**config.mk**
```make
export PLATFORM = sky130hd
export DESIGN_NAME = payload_ingress_writer
export DESIGN_NICKNAME = d
export VERILOG_FILES = /design/src/rtl/payload_ingress_writer.sv
export SDC_FILE = /design/constraint.sdc
export NUM_CORES = 1
export LEC_CHECK = 0
export ABC_AREA = 1
export CORE_MARGIN = 2
export CORE_UTILIZATION = 45
export DETAILED_ROUTE_END_ITERATION = 16
export MAX_ROUTING_LAYER = met4
export PLACE_DENSITY_LB_ADDON = 0.12
export SETUP_SLACK_MARGIN = 0.1
export SYNTH_ARGS = -nofsm -noshare
export SYNTH_HDL_FRONTEND = slang
export SYNTH_SLANG_ARGS = --single-unit
```
**constraint.sdc**
```tcl
create_clock -name clock -period 3.6 [get_ports clock]
set_input_delay 0.36 -clock clock [delete_from_list [all_inputs] [get_ports clock]]
set_output_delay 0.36 -clock clock [all_outputs]
set_load 0.01 [all_outputs]
```
**src/rtl/payload_ingress_writer.sv**
```systemverilog
`default_nettype none
// +----------------------------------------------------------------------------+
// | Module  : payload_ingress_writer                                           |
// | Brief   : Writes an ingress word stream into the payload buffer one node   |
// |           per word, then emits one descriptor per packet.                  |
// | Revision: 1.0  initial release                                             |
// +----------------------------------------------------------------------------+
module payload_ingress_writer #(
   parameter int DATA_W    = 32,
   parameter int ADDR_W    = 10,
   parameter int TTL_W     = 4,
   parameter int COUNT_W   = 12,
   parameter int MAX_NODES = 64
) (
   input  logic                        clock,
   input  logic                        reset,
   input  logic                        in_valid,
   output logic                        in_ready,
   input  logic [DATA_W-1:0]           in_data,
   input  logic                        in_last,
   input  logic [$clog2(DATA_W/8):0]   in_bytes,
   input  logic [TTL_W-1:0]            in_ttl,
   input  logic                        pb_full,
   output logic                        pb_enable,
   output logic                        pb_read_write,
   output logic [DATA_W-1:0]           pb_wr_data,
   output logic                        pb_wr_is_last,
   output logic [TTL_W-1:0]            pb_wr_ttl,
   output logic [COUNT_W-1:0]          pb_wr_byte_count,
   input  logic [ADDR_W-1:0]           pb_wr_address,
   output logic                        desc_valid,
   input  logic                        desc_ready,
   output logic [ADDR_W-1:0]           desc_address,
   output logic [COUNT_W-1:0]          desc_byte_count,
   output logic [TTL_W-1:0]            desc_ttl,
   output logic                        desc_truncated
);

   localparam int c_BYTES  = DATA_W / 8;
   localparam int c_NCNT_W = $clog2(MAX_NODES + 1);

   typedef enum logic [2:0] {
      ST_IDLE = 3'd0,
      ST_BODY = 3'd1,
      ST_DROP = 3'd2,
      ST_ADDR = 3'd3,
      ST_DESC = 3'd4
   } state_t;

   state_t                r_state;
   state_t                w_state_nxt;

   logic                  w_in_ready;
   logic                  w_accept;
   logic                  w_write;
   logic                  w_trunc;
   logic                  w_desc_load;
   logic [c_NCNT_W-1:0]   w_node_idx;
   logic [COUNT_W-1:0]    w_eff;
   logic [COUNT_W-1:0]    w_byte_count;

   logic [c_NCNT_W-1:0]   r_node_count;
   logic [TTL_W-1:0]      r_ttl;
   logic                  r_trunc;
   logic                  r_addr_cyc;
   logic                  r_addr_ok;
   logic [ADDR_W-1:0]     r_head_addr;

   logic                  r_pb_enable;
   logic [DATA_W-1:0]     r_pb_wr_data;
   logic                  r_pb_wr_is_last;
   logic [TTL_W-1:0]      r_pb_wr_ttl;
   logic [COUNT_W-1:0]    r_pb_wr_byte_count;

   logic                  r_desc_valid;
   logic [ADDR_W-1:0]     r_desc_address;
   logic [COUNT_W-1:0]    r_desc_byte_count;
   logic [TTL_W-1:0]      r_desc_ttl;
   logic                  r_desc_truncated;

   always_comb begin
      w_state_nxt = r_state;
      w_desc_load = 1'b0;
      case (r_state)
         ST_IDLE, ST_BODY: w_in_ready = ~pb_full;
         ST_DROP:          w_in_ready = 1'b1;
         default:          w_in_ready = 1'b0;
      endcase
      if (reset) begin
         w_in_ready = 1'b0;
      end
      w_accept     = in_valid & w_in_ready;
      w_write      = w_accept & ((r_state == ST_IDLE) | (r_state == ST_BODY));
      w_node_idx   = (r_state == ST_IDLE) ? c_NCNT_W'(1) : r_node_count + c_NCNT_W'(1);
      w_trunc      = w_write & ~in_last & (w_node_idx == c_NCNT_W'(MAX_NODES));
      // A truncated packet ends on a full word regardless of in_bytes.
      w_eff        = (w_trunc || (in_bytes == '0)) ? COUNT_W'(c_BYTES) : COUNT_W'(in_bytes);
      w_byte_count = COUNT_W'(w_node_idx - c_NCNT_W'(1)) * COUNT_W'(c_BYTES) + w_eff;

      case (r_state)
         ST_IDLE, ST_BODY: begin
            if (w_write) begin
               if (in_last)      w_state_nxt = ST_ADDR;
               else if (w_trunc) w_state_nxt = ST_DROP;
               else              w_state_nxt = ST_BODY;
            end
         end
         ST_DROP: begin
            if (w_accept && in_last) w_state_nxt = ST_ADDR;
         end
         ST_ADDR: begin
            // Head address is only valid the cycle after the is_last write.
            if (r_addr_cyc || r_addr_ok) begin
               w_state_nxt = ST_DESC;
               w_desc_load = 1'b1;
            end
         end
         ST_DESC: begin
            if (r_desc_valid && desc_ready) w_state_nxt = ST_IDLE;
         end
         default: w_state_nxt = ST_IDLE;
      endcase
   end

   always_ff @(posedge clock or posedge reset) begin
      if (reset) begin
         r_state <= ST_IDLE;
      end else begin
         r_state <= w_state_nxt;
      end
   end

   always_ff @(posedge clock or posedge reset) begin
      if (reset) begin
         r_node_count       <= '0;
         r_ttl              <= '0;
         r_trunc            <= 1'b0;
         r_addr_cyc         <= 1'b0;
         r_addr_ok          <= 1'b0;
         r_head_addr        <= '0;
         r_pb_enable        <= 1'b0;
         r_pb_wr_data       <= '0;
         r_pb_wr_is_last    <= 1'b0;
         r_pb_wr_ttl        <= '0;
         r_pb_wr_byte_count <= '0;
         r_desc_valid       <= 1'b0;
         r_desc_address     <= '0;
         r_desc_byte_count  <= '0;
         r_desc_ttl         <= '0;
         r_desc_truncated   <= 1'b0;
      end else begin
         r_pb_enable <= w_write;
         r_addr_cyc  <= r_pb_enable & r_pb_wr_is_last;
         if (w_write) begin
            r_pb_wr_data       <= in_data;
            r_pb_wr_is_last    <= in_last | w_trunc;
            r_pb_wr_byte_count <= w_byte_count;
            r_pb_wr_ttl        <= (r_state == ST_IDLE) ? in_ttl : r_ttl;
            r_node_count       <= w_node_idx;
         end
         if (w_write && (r_state == ST_IDLE)) begin
            r_ttl <= in_ttl;
         end
         if (w_trunc) begin
            r_trunc <= 1'b1;
         end
         if (r_addr_cyc) begin
            r_head_addr <= pb_wr_address;
            r_addr_ok   <= 1'b1;
         end
         if (w_desc_load) begin
            r_desc_valid      <= 1'b1;
            r_desc_address    <= r_addr_cyc ? pb_wr_address : r_head_addr;
            r_desc_byte_count <= r_pb_wr_byte_count;
            r_desc_ttl        <= r_ttl;
            r_desc_truncated  <= r_trunc;
            r_trunc           <= 1'b0;
            r_addr_ok         <= 1'b0;
         end
         if ((r_state == ST_DESC) && r_desc_valid && desc_ready) begin
            r_desc_valid     <= 1'b0;
            r_desc_truncated <= 1'b0;
         end
      end
   end

   assign in_ready         = w_in_ready;
   assign pb_enable        = r_pb_enable;
   assign pb_read_write    = r_pb_enable;
   assign pb_wr_data       = r_pb_wr_data;
   assign pb_wr_is_last    = r_pb_wr_is_last;
   assign pb_wr_ttl        = r_pb_wr_ttl;
   assign pb_wr_byte_count = r_pb_wr_byte_count;
   assign desc_valid       = r_desc_valid;
   assign desc_address     = r_desc_address;
   assign desc_byte_count  = r_desc_byte_count;
   assign desc_ttl         = r_desc_ttl;
   assign desc_truncated   = r_desc_truncated;

endmodule
`default_nettype wire

```
==> impl_results.md <==
- Clock Sink Count: 103
- Routed WL: 10.3 mm
- Slowest cell delay on critical path: 0.46 ns
- Tcrit/Tclk final: 0.783
- Post-cts resize count: 0
- Number of global-route vias before repair: 3713
- Num CTS Buffers: 9
- Syn nets: 588
- GRT Util Overall: 0.204
- Setup Buffers After CTS: 0
- Worst-path cell chain: ha_1 -> nand4_1 -> o21ai_0 -> nand3_1 -> nor2_4 -> nand2_2 -> nand2_1 -> ha_1 -> ha_1 -> nand3_1 -> nor2_2 -> nand2_1 -> nor2_1 -> nand2_1 -> nand3_1 -> nand2_1
- Final TNS setup: 0 ns
- Static leakage: 0.00296 uW
- Overflow after GRT: 0
- DRT Pass-1 Iters: 7
- Most numerous cell in the Yosys netlist: nand2_1
- Routing usage on met2: 0.319
- Worst setup SP type: flip-flop
- Slowest-stage cell, CP: dfrtp_1
- Reg clk slew, reported paths: 0.10 ns
- Reg2reg end: pb_wr_byte_count[8]
- Final ANT Viol Nets: 0
- Routed wire per std cell: 13.0 um
- Post-synth cell types: 34
- R2R depth: 16
- DRT iter0 DRCs: 189
- Top_reg_cell synth: dfrtp_1
- YS warnings: 0
- Max Cap Viol: 0
- Slew HR: 0.427
- Area delta synth->final: 36.1%
- Worst Path Required: 3.86 ns
- Clock Root Buffer: clkbuf_8
- Peak Freq: 0.355 GHz
- Clk Latency, worst-skew pair: 0.37 ns
- Hold buffers post-CTS: 0
- Post-synth top area share: 0.568
- GRT busiest layer: met2
- RSZ-0062 raised after global routing: no
- Dpl hpwl: 7.44 mm
- Worst-path fanout max: 6
- Top delay family on crit path: simple AND/OR/NAND/NOR gates
- Peak VDD IR: 0.000335 V
- Via density: 4.77
- Final #Nets: 716
- Core Box Area: 9770 um2
- R2R Path Start: r_node_count[0]
- I/O pins: 135
- Outcome: finished, final reports clean
- Hold Path Class: reg -> reg
- Final setup vio count: 0
- Initial antenna violation count: 0
- Synthesized area: 4540 um2
- CP Capture Point: pb_wr_byte_count[8]
- Hold Startpoint: r_head_addr[2]
- Synth top area cells: dfrtp_1, nand2_1, o21ai_0
- Antenna Cells: 0
- FFs w/ async S/R, synth: 1.00
- DP Cell Count: 778
- Register area share after synthesis: 0.568
- Buf/Inv on CP: 0
- Leading area contributor after synthesis: dfrtp_1
- Port bufs: 134
- Area occupied by registers: 2580 um2
- Die X: 104 um
- Cells after Synth: 528
- Slew at the pin with the worst max-slew slack: 0.860 ns
- Clock tree buffer depth: 2
- Worst path depth: 16
- Initial Util: 0.464
- DRC: 0
- Grt met1 use: 0.262
- Most frequent CP cell: nand2_1
- Cell Rows: 36
- Final Power: 4910 uW
- Final hold vios: 0
- Area occupied by multi-input gates: 1680 um2
- WP data arrival: 3.07 ns
- Die Span Y: 104 um
- Syn avg cell area: 8.59 um2
- CP Launch Point: r_node_count[0]
- Minimum clock period: 2.82 ns
- Pwr dens: 795 nW/um2
- EDFF count, synth: 0
- Max-slew violations: 0
- Post-route insts no fill: 794
- CTS tree: done
- First-pass GRT wire length: 17.7 mm
- Synth cell count leaders: nand2_1, dfrtp_1, inv_1, o21ai_0, nor2_1
- Met3 track demand over resource: 0.0570
- Setup crit end kind: flip-flop
- Flop and latch count out of synthesis: 103
- Maximum number of pins on one net before global-route repair: 71
- H-tree levels: 3
- Critical path type: reg -> reg
- Share of cells above drive strength 1: 0.0711
- Vias: 3787
- DIE AREA: 10900 um2
- Filler instances: 863
- Final Skew: 0.0126 ns
- R2r setup slk: 0.78 ns
- Final GP Congestion: 0.836
flip-flops by register name, indices dropped and copies added (netlist names):
name	count
r_addr_ok	1
desc_truncated	1
r_state	3
desc_valid	1
pb_enable	1
pb_wr_ttl	4
pb_wr_data	32
r_trunc	1
r_ttl	4
r_node_count	7
desc_address	10
desc_byte_count	11
pb_wr_byte_count	11
desc_ttl	4
r_addr_cyc	1
pb_wr_is_last	1
r_head_addr	10
how the worst min path moves through the flow:
stage	slack (ns)	end	cells past startpoint
2_1_floorplan	0.44	r_head_addr[0]	2
3_3_place_gp	0.45	r_head_addr[6]	2
3_5_place_dp	0.46	r_head_addr[2]	2
4_1_cts	0.48	r_head_addr[7]	2
5_1_grt	0.49	r_head_addr[3]	2
6_report	0.47	r_head_addr[2]	2
power by group:
part	internal, uW	switching [uW]
clock network	396	398
registers	1640	299
logic	1080	1100
total	3120	1790
kinds of logic after synthesis:
logic type | synth area share
flops | 0.568
buf+inv | 0.0615
simple gates | 0.286
compound gates | 0.0706
fa+ha+maj | 0.0138
area by class of cell:
cell class,count,share of cell area
Inverter,39,0.0243
Multi-Input combinational cell,364,0.273
Clock inverter,6,0.0146
Timing Repair Buffer,139,0.223
Clock buffer,10,0.0207
Tap cell,133,0.0270
Sequential cell,103,0.418
worst register-to-register path, cell delays in order, from the launching register on:
cell	delay, ns
dfrtp_1	0.46
ha_1	0.24
nand4_1	0.18
o21ai_0	0.19
nand3_1	0.24
nor2_4	0.20
nand2_2	0.11
nand2_1	0.08
ha_1	0.16
ha_1	0.17
nand3_1	0.13
nor2_2	0.14
nand2_1	0.09
nor2_1	0.09
nand2_1	0.07
nand3_1	0.09
nand2_1	0.06
metrics by stage:
stage	hold slack (ns)	util	cell area, um2	worst slack, ns
floorplan	0.436	-	4540	0.138
global placement	0.449	0.609	5960	0.809
detailed placement	0.459	0.609	5960	0.809
CTS	0.482	0.632	6170	0.748
global route	0.491	0.632	6170	0.474
finish	0.473	0.632	6170	0.782
cell usage in the layout, fill, tap and decap left out, types with 2 or more instances in the layout:
cell / synthesis / final
a21oi_1: 2 / 2
a31oi_1: 10 / 10
buf_4: 4 / 5
bufinv_16: 0 / 2
clkbuf_8: 0 / 9
clkdlybuf4s50_1: 0 / 134
clkinv_1: 2 / 2
clkinvlp_4: 0 / 2
dfrtp_1: 103 / 103
ha_1: 5 / 5
inv_1: 35 / 34
inv_2: 2 / 2
inv_6: 0 / 2
nand2_1: 231 / 231
nand2_2: 8 / 8
nand2_4: 3 / 3
nand3_1: 17 / 17
nand3_2: 2 / 2
nand3b_1: 2 / 2
nand4_1: 4 / 4
nor2_1: 27 / 27
nor2_2: 3 / 3
nor2_4: 4 / 4
o21ai_0: 29 / 29
o21ai_1: 4 / 3
o21bai_1: 2 / 2
o311ai_0: 3 / 3
routing by layer:
| metal | share of wire | routed length, um | vias to the layer above |
|---|---|---|---|
| met5 | 0 | 0 | - |
| met4 | 0.0092 | 95 | 0 |
| met3 | 0.068 | 700 | 10 |
| met2 | 0.46 | 4730 | 101 |
| met1 | 0.46 | 4790 | 1767 |
| li1 | - | - | 1909 |
(Power assumes the default switching activity.)
